[config.mk]
export PLATFORM = sky130hd
export DESIGN_NAME = fir_band_scheduler
export DESIGN_NICKNAME = d
export VERILOG_FILES = /design/src/rtl/fir_band_scheduler.sv
export SDC_FILE = /design/constraint.sdc
export NUM_CORES = 1
export LEC_CHECK = 0
export CAP_MARGIN = 20
export CORE_MARGIN = 10
export CORE_UTILIZATION = 40
export DETAILED_ROUTE_END_ITERATION = 8
export PLACE_DENSITY = 0.8
export SLEW_MARGIN = 20
export SYNTH_ARGS = -nofsm -noshare
export SYNTH_HDL_FRONTEND = slang
export SYNTH_SLANG_ARGS = --single-unit
[constraint.sdc]
create_clock -name clk_slow -period 5.27 [get_ports clk_slow]
set_clock_uncertainty 0.15 [all_clocks]
set_input_delay 1.3175 -clock clk_slow [delete_from_list [all_inputs] [get_ports clk_slow]]
set_output_delay 1.3175 -clock clk_slow [all_outputs]
set_load 0.01 [all_outputs]
[src/rtl/fir_band_scheduler.sv]
// Round-robin scheduler sharing one FIR engine among NBANDS band requesters.
// One service is IDLE -> ISSUE -> WAIT -> DELIVER; a lost engine-done in WAIT
// raises a sticky error and abandons the service without delivering.
module fir_band_scheduler #(
   parameter int NBANDS  = 4,
   parameter int TIMEOUT = 64
) (
   input  logic                   clk_slow,
   input  logic                   rst,
   input  logic [NBANDS-1:0]      band_req,
   input  logic [16*NBANDS-1:0]   band_din,
   output logic [NBANDS-1:0]      band_gnt,
   output logic                   eng_start,
   output logic [15:0]            eng_din,
   output logic [$clog2(NBANDS)-1:0] eng_bank,
   input  logic                   eng_done,
   input  logic [15:0]            eng_dout,
   output logic [15:0]            band_dout,
   output logic [NBANDS-1:0]      band_valid,
   output logic                   busy,
   output logic                   err
);

   localparam int BW = $clog2(NBANDS);
   localparam int CW = (TIMEOUT > 1) ? $clog2(TIMEOUT) : 1;

   typedef enum logic [1:0] {
      S_IDLE    = 2'd0,
      S_ISSUE   = 2'd1,
      S_WAIT    = 2'd2,
      S_DELIVER = 2'd3
   } state_t;

   state_t              state_q, state_d;
   logic [BW-1:0]       rr_q, rr_d;
   logic [CW-1:0]       cnt_q, cnt_d;
   logic [15:0]         eng_din_q, eng_din_d;
   logic [BW-1:0]       bank_q, bank_d;
   logic [15:0]         dout_q, dout_d;
   logic [NBANDS-1:0]   gnt_q, gnt_d;
   logic [NBANDS-1:0]   valid_q, valid_d;
   logic                start_q, start_d;
   logic                busy_q, busy_d;
   logic                err_q, err_d;

   logic                win_found_s;
   logic [BW-1:0]       win_idx_s;
   logic [BW-1:0]       cand_s;

   function automatic logic [NBANDS-1:0] onehot(input logic [BW-1:0] idx);
      onehot = {{(NBANDS-1){1'b0}}, 1'b1} << idx;
   endfunction

   // Pick the first requesting band at or after the round-robin pointer.
   always_comb begin
      win_found_s = 1'b0;
      win_idx_s   = '0;
      cand_s      = '0;
      for (int i = NBANDS - 1; i >= 0; i--) begin
         cand_s = rr_q + BW'(i);
         if (band_req[cand_s]) begin
            win_found_s = 1'b1;
            win_idx_s   = cand_s;
         end else begin
            win_found_s = win_found_s;
         end
      end
   end

   // Next-state and next-output logic of the service FSM.
   always_comb begin
      state_d   = state_q;
      rr_d      = rr_q;
      cnt_d     = cnt_q;
      eng_din_d = eng_din_q;
      bank_d    = bank_q;
      dout_d    = dout_q;
      gnt_d     = '0;
      valid_d   = '0;
      start_d   = 1'b0;
      err_d     = err_q;
      case (state_q)
         S_IDLE: begin
            if (win_found_s) begin
               eng_din_d = band_din[{win_idx_s, 4'b0000} +: 16];
               bank_d    = win_idx_s;
               gnt_d     = onehot(win_idx_s);
               start_d   = 1'b1;
               state_d   = S_ISSUE;
            end else begin
               state_d   = S_IDLE;
            end
         end
         S_ISSUE: begin
            // eng_done here is concurrent with start and cannot be ours.
            cnt_d   = '0;
            state_d = S_WAIT;
         end
         S_WAIT: begin
            if (eng_done) begin
               dout_d  = eng_dout;
               valid_d = onehot(bank_q);
               state_d = S_DELIVER;
            end else if (cnt_q == CW'(TIMEOUT - 1)) begin
               err_d   = 1'b1;
               rr_d    = bank_q + BW'(1);
               state_d = S_IDLE;
            end else begin
               cnt_d   = cnt_q + CW'(1);
            end
         end
         S_DELIVER: begin
            rr_d    = bank_q + BW'(1);
            state_d = S_IDLE;
         end
         default: begin
            state_d = S_IDLE;
         end
      endcase
      busy_d = (state_d != S_IDLE);
   end

   // State and registered outputs; reset aborts any service in flight.
   always_ff @(posedge clk_slow or negedge rst) begin
      if (!rst) begin
         state_q   <= S_IDLE;
         rr_q      <= '0;
         cnt_q     <= '0;
         eng_din_q <= 16'h0000;
         bank_q    <= '0;
         dout_q    <= 16'h0000;
         gnt_q     <= '0;
         valid_q   <= '0;
         start_q   <= 1'b0;
         busy_q    <= 1'b0;
         err_q     <= 1'b0;
      end else begin
         state_q   <= state_d;
         rr_q      <= rr_d;
         cnt_q     <= cnt_d;
         eng_din_q <= eng_din_d;
         bank_q    <= bank_d;
         dout_q    <= dout_d;
         gnt_q     <= gnt_d;
         valid_q   <= valid_d;
         start_q   <= start_d;
         busy_q    <= busy_d;
         err_q     <= err_d;
      end
   end

   assign band_gnt   = gnt_q;
   assign eng_start  = start_q;
   assign eng_din    = eng_din_q;
   assign eng_bank   = bank_q;
   assign band_dout  = dout_q;
   assign band_valid = valid_q;
   assign busy       = busy_q;
   assign err        = err_q;

endmodule

==> metrics.md, run 1 <==
| Metric | Value |
|---|---|
| Status | complete, no violations |
| Synth area leader | dfrtp_1 |
| Worst-path fanout max | 21 |
| Clock-pin slew on the worst setup and hold paths | 0.09 ns |
| Worst EP required | 5.28 ns |
| Static Leak | 0.00184 µW |
| Dpl hpwl | 6.24 mm |
| Placed cell area | 0.00398 mm² |
| # setup viols final | 0 |
| TritonCTS Buffers | 5 |
| Register area share after synthesis | 0.518 |
| GRT overflow | 0 |
| TNS Setup | 0 ns |
| Via count | around 2.2k |
| Worst hold slack | between 0.3 and 0.4 ns |
| First-pass iteration count of the detailed router | 4 |
| Finished Cell Area | 0.00411 mm² |
| Area grow syn2layout | 54.7% |
| Most common cell in the netlist | dfrtp_1 |
| Syn Std Cell Area | 0.00266 mm² |
| Power Density | 491 mW/mm² |
| Synthesized flop and latch total | 55 |
| Average wire per standard cell | 18.6 µm |
| DRT iter0 DRCs | 108 |
| Area of the core | 0.00639 mm² |
| Clock buffer depth | 2 |
| R2R depth | 5 |
| Cells after Synth | 224 |
| Final Non-Filler Cells | 430 |
| Final wirelength | 8.00 mm |
| Fin crit share | 0.682 |
| Initial core utilization | 0.416 |
| Final hold violations | 0 |
| GRT Total Usage | 0.145 |
| WS Path Type | in -> reg |
| Layout cells sized above 1 | 0.0822 |
| Post-DRT Antenna Nets | 0 |
| Area contributors post-synth | dfrtp_1 (52%), mux2i_1 (13%), mux2_2 (7.2%), o221ai_1 (5.3%), nand2_1 (3.4%) |
| Initial antenna violation count | 0 |
| Mapped Nets | about 320 |
| Data arrival, critical path | 3.60 ns |
| Max-Cap Viols | 0 |
| Synth top cells by count | dfrtp_1 (55), mux2i_1 (34), nand2_1 (24) |
| Fin. max-slew vios | 0 |
| Hold path depth | 1 |
| Die ar. | 0.0103 mm² |
| Postcts setup bufs | 0 |
| Global-route wire length before repair | about 12 mm |
| Synth cell types | 32 |
| Placer Congestion | ~0.74 |
| Vias/cell | 5.18 |
| Post-synth EDFFs | 0 |
| Port bufs | 131 |
| Max Freq | 278 MHz |
| Setup crit end kind | flop |
| Ant. Diodes | 0 |
| Final nets | 444 |
| Mean Syn Cell Area | roughly 12 µm² |
| Type of the most critical hold path | reg -> reg |
| Root Buffer | clkbuf_8 |
| CTS tree | done |
| DRC | 0 |
| Die W | 102 µm |
| Most used DFF post-synth | dfrtp_1 |
| Worst rel slew slack | 0.368 |
| Vias in the first global route | 2,308 |
| DP Cell Count | 422 |
| Least-Margin Pin Slew | between 0.9 and 1 ns |
| Clock sinks | 55 |
| Later-pin clock latency in the skew report | approximately 0.31 ns |
| Async set-reset flop share out of synthesis | 1.00 |
| Die height | between 100 and 150 µm |
| RSZ-0062 raised after global routing | false |
| Synth warn | 0 |
| I/O pin total | 132 |
| H-tree depth | 2 |
| Cell Rows | 29 |
| Number of hold buffers added after CTS | 0 |
| VDD IR-drop max | 354 µV |
| Largest net degree at the start of global routing | 56 |
| Setup crit start kind | primary input |
| Post-synth top area share | 0.518 |
| Gates resized, CTS repair | 0 |
| Fin crit period | 3.59 ns |
-- kinds of logic after synthesis --
| logic type | synth area share |
|---|---|
| xor gates and xnor gates | 0.00659 |
| adders and majority gates | 0.0235 |
| DFF | 0.518 |
| AOI/OAI and AO/OA | 0.100 |
| buffers and inverters | 0.0428 |
| and+or+nand+nor | 0.109 |
| muxes | 0.200 |
-- stage by stage --
stage / worst slack [ns] / utilization / total power [µW]
after floorplan: 2.66 / - / 1240
after global placement: 1.32 / 0.622 / 1670
after detailed placement: 1.39 / 0.623 / 1710
after CTS: 1.72 / 0.644 / 2040
after global routing: 1.50 / 0.644 / 2140
final: 1.68 / 0.644 / 2020
-- where the power goes --
group	switching [µW]	internal, µW	total (µW)
logic	444	537	982
registers	114	595	710
clock network	136	190	326
total	694	1320	2020
-- layer usage --
metal	routed length (µm)	up-vias	track usage	share of wire
met3	647	10	0.0633	0.081
met1	3040	1081	0.152	0.38
met4	121	0	0.0536	0.015
met5	0	-	0	0
met2	4200	71	0.250	0.52
li1	-	1067	-	-
-- critical path, stage by stage --
cell and delay (ns):
clkdlybuf4s50_1 0.45, nor2_1 0.22, a211o_1 0.62, inv_1 0.21
o21ai_1 0.34, buf_4 0.29, o221ai_1 0.15
-- path summary, 6_finish.rpt --
kind | slack, ns | endpoint | from
max | 1.68 | eng_din[13] | band_req[3]
min | 0.32 | err | err
max reg2reg | 2.84 | eng_din[13] | state_q[1]
min reg2reg | 0.32 | err | err
max in group asynchronous | 3.53 | band_gnt[3] | rst
min in group asynchronous | 0.97 | eng_bank[1] | rst
-- cell type report --
cell class	instances	area [µm²]
clock inverters	2	60.1
fillers	550	2280
repair buffers	133	1320
flip-flops and latches	55	1380
well taps	77	96.3
clock buffers	6	72.6
multi-input cells	153	1170
inverters	4	15.0
-- registers in the layout (all words and copies together), names as in the netlist --
register,count
band_dout,16
eng_din,16
cnt_q,6
band_gnt,4
band_valid,4
eng_bank,2
rr_q,2
state_q,2
busy,1
eng_start,1
err,1
-- cells in the final DEF (no fill, tap or decap), drive strengths merged, types with 4 or more instances in the layout --
cell           Yosys  final
o221ai            16     16
nor2              10     10
clkbuf             3      6
nand2b             5      5
mux2i             34     34
nor2b              7      7
mux2              17     17
and3               5      5
o21ai              8      8
inv                4      4
clkdlybuf4s50      0    130
nand2             25     25
ha                 5      5
dfrtp             55     55
Power figures use the tool's default switching activity.
==> run 2, diff against run 1 <==
clock period = 3.4 ns   (was 5.27 ns; I/O delays follow)
==> run 2 against run 1 <==
Via count is essentially flat. Combinational power grew 54%. Critical path type unchanged. Clock power grew 19%. Final cell count grew 0.23%. Hold slack lost 0.0016 ns. Critical path depth shrank 1. Non-clock buffer count grew 1. Sequential power grew 55%. Worst setup slack lost 1.1 ns. Count of clock-buffer cells in the layout shrank 1.
==> metrics.md, run 2 (same netlist as run 1, synthesis figures left out) <==
| Metric | Value |
|---|---|
| Static Leak | 0.00183 µW (was 0.00184 µW) |
| Gates resized, CTS repair | 0 (unchanged) |
| Layout cells sized above 1 | 0.0876 (was 0.0822) |
| Via count | 2,228 (was 2,229) |
| Pwr Total | 3000 µW (was 2020 µW) |
| GRT overflow | 0 (unchanged) |
| Setup crit end kind | flop (unchanged) |
| Finished Cell Area | 0.00409 mm² (was 0.00411 mm²) |
| Clock sinks | 55 (unchanged) |
| Die ar. | 0.0103 mm² (unchanged) |
| Final nets | 445 (was 444) |
| Placer Congestion | 0.752 (was 0.741) |
| DP Cell Count | 423 (was 422) |
| Final Non-Filler Cells | 431 (was 430) |
| Cell Rows | 29 (unchanged) |
| Max-Cap Viols | 0 (unchanged) |
| CP delay by family, top | compound AO/OA/AOI/OAI gates (unchanged) |
| Least-Margin Pin Slew | 0.963 ns (was 0.948 ns) |
| Fin crit period | 2.78 ns |
| TritonCTS Buffers | 5 (unchanged) |
| Commonest non-fill, non-tap cell in the layout | clkdlybuf4s50_1 (unchanged) |
| Slowest cell on crit path | a211o_2 (was a211o_1) |
| First-pass iteration count of the detailed router | 4 (unchanged) |
| Largest net degree at the start of global routing | 38 (was 56) |
| Power Density | 733 mW/mm² (was 491 mW/mm²) |
| GRT Total Usage | 0.145 (about the same) |
| Buffers & Inverters on Critical Path | 1 (was 3) |
| Initial antenna violation count | 0 (unchanged) |
| Type of the most critical hold path | reg -> reg (unchanged) |
| I/O pin total | 132 (unchanged) |
| Port bufs | 131 (unchanged) |
| Die height | 102 µm (unchanged) |
| Final wirelength | 7.75 mm (was 8.00 mm) |
| Max Freq | 360 MHz |
| CP cell instances | clkdlybuf4s50_1 > nand2b_1 > a21oi_1 > a211o_2 > mux2i_1 > o221ai_1 (was clkdlybuf4s50_1 > nor2_1 > a211o_1 > inv_1 > o21ai_1 > buf_4 > o221ai_1) |
| H-tree depth | 2 (unchanged) |
| CTS tree | done (unchanged) |
| Postcts setup bufs | 0 (unchanged) |
| Final hold violations | 0 (unchanged) |
| Number of hold buffers added after CTS | 0 (unchanged) |
| Worst EP required | 3.42 ns (was 5.28 ns) |
| Global-route wire length before repair | 12.1 mm (was 11.8 mm) |
| Post-DRT Antenna Nets | 0 (unchanged) |
| Data arrival, critical path | 2.80 ns (was 3.60 ns) |
| Worst rel slew slack | 0.358 (was 0.368) |
| Worst-path fanout max | 37 (was 21) |
| Later-pin clock latency in the skew report | 0.31 ns (about the same) |
| Die W | 102 µm (unchanged) |
| Root Buffer | clkbuf_8 (unchanged) |
| TNS Setup | 0 ns (unchanged) |
| Placed cell area | 0.00400 mm² (was 0.00398 mm²) |
| Ant. Diodes | 0 (unchanged) |
| # setup viols final | 0 (unchanged) |
| Fin crit share | 0.818 |
| Initial core utilization | 0.416 (unchanged) |
| Slowest Stage Delay on Critical Path | 0.76 ns (was 0.62 ns) |
| Dpl hpwl | 6.06 mm (was 6.24 mm) |
| Final core occ | 0.641 (was 0.644) |
| Setup crit start kind | primary input (unchanged) |
| Clock-pin slew on the worst setup and hold paths | 0.10 ns (was 0.09 ns) |
| Area of the core | 0.00639 mm² (unchanged) |
| Commonest non-fill, non-tap cells in the layout | clkdlybuf4s50_1 (130), dfrtp_1 (55), mux2i_1 (34) (unchanged) |
| Area grow syn2layout | 54.0% (was 54.7%) |
| Vias in the first global route | 2,371 (was 2,308) |
| Status | complete, no violations (unchanged) |
| VDD IR-drop max | 528 µV (was 354 µV) |
| Clock buffer depth | 2 (unchanged) |
| DRT iter0 DRCs | 54 (was 108) |
| Fin. max-slew vios | 0 (unchanged) |
| DRC | 0 (unchanged) |
| Average wire per standard cell | 18.0 µm (was 18.6 µm) |
| Vias/cell | 5.17 (was 5.18) |
| WS Path Type | in -> reg (unchanged) |
| RSZ-0062 raised after global routing | false (unchanged) |
-- run 2: cell types whose count changed in the layout (fill, tap and decap cells not counted), sizes merged --
cell / previous run / this run
buf: 3 / 4
bufinv: 2 / 0
clkbuf: 6 / 5
clkinvlp: 0 / 1
inv: 4 / 6
-- run 2: layout make-up --
type | instances | area, µm²
fillers | 525 | 2290
flip-flops and latches | 55 | 1380
repair buffers | 134 | 1340
multi-input cells | 153 | 1170
well taps | 77 | 96.3
clock buffers | 5 | 68.8
clock inverters | 3 | 27.5
inverters | 4 | 15.0
-- run 2: layer usage --
| layer | vias to the layer above | routed length [µm] | track usage |
|---|---|---|---|
| met5 | - | 0 | 0 |
| li1 | 1066 | - | - |
| met2 | 68 | 4070 | 0.250 |
| met3 | 4 | 635 | 0.0579 |
| met4 | 0 | 70 | 0.0429 |
| met1 | 1090 | 2970 | 0.162 |
-- run 2: worst reg2reg max path, stage by stage (launching register included) --
cell      delay [ns]
dfrtp_1         0.46
nand2b_1        0.17
a21oi_1         0.15
a211o_2         0.76
mux2i_1         0.32
o221ai_1        0.14
-- run 2: report_power, final --
| part | internal [µW] | switching, µW |
|---|---|---|
| logic | 842 | 670 |
| registers | 922 | 178 |
| clock network | 153 | 234 |
| total | 1920 | 1080 |
-- run 2: metrics by stage --
step           worst slack, ns  hold WS, ns
3_5_place_dp             0.280        0.304
5_1_grt                  0.500        0.349
4_1_cts                  0.619        0.325
3_3_place_gp             0.325        0.304
6_report                 0.619        0.317
2_1_floorplan             1.26        0.328
-- run 2: worst paths after layout --
| check | from | end | slack (ns) | depth (start not counted) |
|---|---|---|---|---|
| setup reg to reg | rr_q[1] | eng_din[7] | 1.10 | 5 |
| min in group asynchronous | rst | eng_din[1] | 0.38 | 1 |
| setup / recovery | band_req[2] | eng_din[7] | 0.62 | 6 |
| max in group asynchronous | rst | eng_din[12] | 2.14 | 2 |
| hold reg to reg | err | err | 0.32 | 1 |
| hold / removal | err | err | 0.32 | 1 |
==> edit: new RTL, flow settings as in run 1 <==
Set the parameter `NBANDS` to 8 (it was 4).
--- a/src/rtl/fir_band_scheduler.sv
+++ b/src/rtl/fir_band_scheduler.sv
@@ -3,5 +3,5 @@
 // raises a sticky error and abandons the service without delivering.
 module fir_band_scheduler #(
-   parameter int NBANDS  = 4,
+   parameter int NBANDS  = 8,
    parameter int TIMEOUT = 64
 ) (
Ports: changed (5 resized); port bits go from 132 to 209. No check against the original RTL was run, so the function may have changed too.
==> edit against run 1 <==
  * Design area grew 75%
  * Total power rose to 2.5 times the old value
  * Non-clock buffer count grew 85
  * Count of clock-buffer cells in the layout increased by 4
  * Worst hold slack gained 0.0052 ns
  * Wire length grew 100%
  * Via count increased by 92%
  * Setup slack got worse by 0.74 ns
  * Area after synthesis rose by 80%
  * Sequential cell count is 10 higher
  * Final cell count increased by 87%
  * Utilization is 2.2 points lower
==> edit: results (changes against run 1) <==
metric,value,unit,change
outcome,"complete, no violations",,
nets,818,,+84%
hold_path_class,flop to flop,,
cts_buffer_depth,2,,unchanged
via_count,4289,,+92%
drtIter0Drc,227,,+110%
cts_setup_buffers,0,,unchanged
syn-num-nets,618,,+96%
clock-root-buffer,clkbuf_16,,
wl_per_cell,20.2,um,+8.7%
grt_pass1_vias,4506,,+95%
vdd_drop_max,0.468,mV,+32%
synth_warnings,0,,unchanged
ys_top_cells_by_count,"nand2_1, mux2i_1, dfrtp_1",,
grt_max_degree,66,,+18%
worstMarginPinSlew,0.843,ns,-0.106 ns
slowest_stage,mux4_2,,
io_buffers,208,,+59%
ctsResizeCount,0,,unchanged
critPathMaxFanout,23,,+9.5%
synth_area_leaders,"dfrtp_1, mux2i_1, mux2_2",,
critPathArrivalTime,4.42,ns,+0.82 ns
layout-drive-gt1-share,14.9,%,+6.7 points
place_area,0.00690,mm2,+73%
max_stage_delay,0.52,ns,-0.10 ns
total_leakage_power,3.11,nW,+69%
yosysUniqueCellTypes,52,,+63%
grt_pass1_wl,24.8,mm,+110%
hold_violations,0,,unchanged
insertion_delay,0.33,ns,+0.02 ns
dpl.hpwl,13.0,mm,+110%
path_clk_slew,0.07,ns,-0.02 ns
yosysSeqAreaShare,34.0,%,-18 points
gp_congestion,0.869,,+17%
dr.pass1.iters,4,,unchanged
diodes,0,,unchanged
antenna_found_initial,0,,unchanged
cts_max_level,3,,+1
numCtsBuffers,9,,+4
path_delay_family,multiplexers,,
track_usage,18.7,%,+4.3 points
cts_hold_buffers,0,,unchanged
synthArstFlopShare,100,%,unchanged
==> edit: layout make-up <==
class                           count  area (um2)
Multi-Input combinational cell    349        2870
Timing Repair Buffer              218        2180
Tap cell                          143         179
Clock buffer                       10         239
Fill cell                         973        4380
Clock inverter                      6        50.0
Inverter                           11        41.3
Sequential cell                    65        1630
==> edit: logic make-up (layout without fill, tap and decap cells) <==
kind of cell / after synthesis / in the layout / synth area share (%)
fa+ha+maj: 9 / 9 / 2.35
flops: 65 / 65 / 34.0
xor+xnor: 6 / 6 / 1.26
buf+inv: 40 / 245 / 6.46
compound gates: 66 / 66 / 12.1
simple gates: 142 / 142 / 13.5
mux: 126 / 126 / 30.3
==> edit: metrics by stage <==
stage               std cells  util [%]  total power [mW]  setup WS [ns]
finish                    802      62.1              5.06          0.938
global route              802      62.1              5.43          0.675
CTS                       802      62.1              5.09          0.935
detailed placement        786      59.6              4.49          0.606
global placement          786      59.6              4.43          0.713
floorplan                 454         -              3.77           1.54
==> edit: layer usage <==
metal  part of all wire, %  track usage (%)  vias up
li1                      -                -     2057
met1                    39             22.1     2096
met2                    53             32.6      121
met3                   6.5             5.10       15
met4                   1.5             5.42        0
met5                     0                0        -
==> edit: worst paths after layout <==
kind                                  start             to  slack [ns]  cells after the start
worst max-delay path            band_req[6]    eng_din[10]        0.94                     10
worst min-delay path                    err            err        0.32                      1
worst max register to register      rr_q[1]    eng_din[10]        1.10                     11
worst min register to register          err            err        0.32                      1
max in group asynchronous               rst  band_valid[2]        3.39                      2
min in group asynchronous               rst    eng_din[11]        1.02                      2
==> edit: worst register-to-register path, cell delays in order, from the launching register on <==
cell	delay, ns
dfrtp_1	0.62
inv_2	0.23
ha_1	0.31
xnor2_1	0.55
mux4_1	0.68
nand4bb_1	0.13
a311oi_1	0.11
a211o_4	0.46
buf_12	0.25
mux2i_1	0.14
mux2_2	0.28
o221ai_2	0.17
==> edit: power breakdown <==
group          internal (mW)  total, mW  switching [mW]
combinational           1.84       3.62            1.78
sequential             0.697      0.863           0.166
clock                  0.336      0.570           0.234
total                   2.88       5.06            2.18
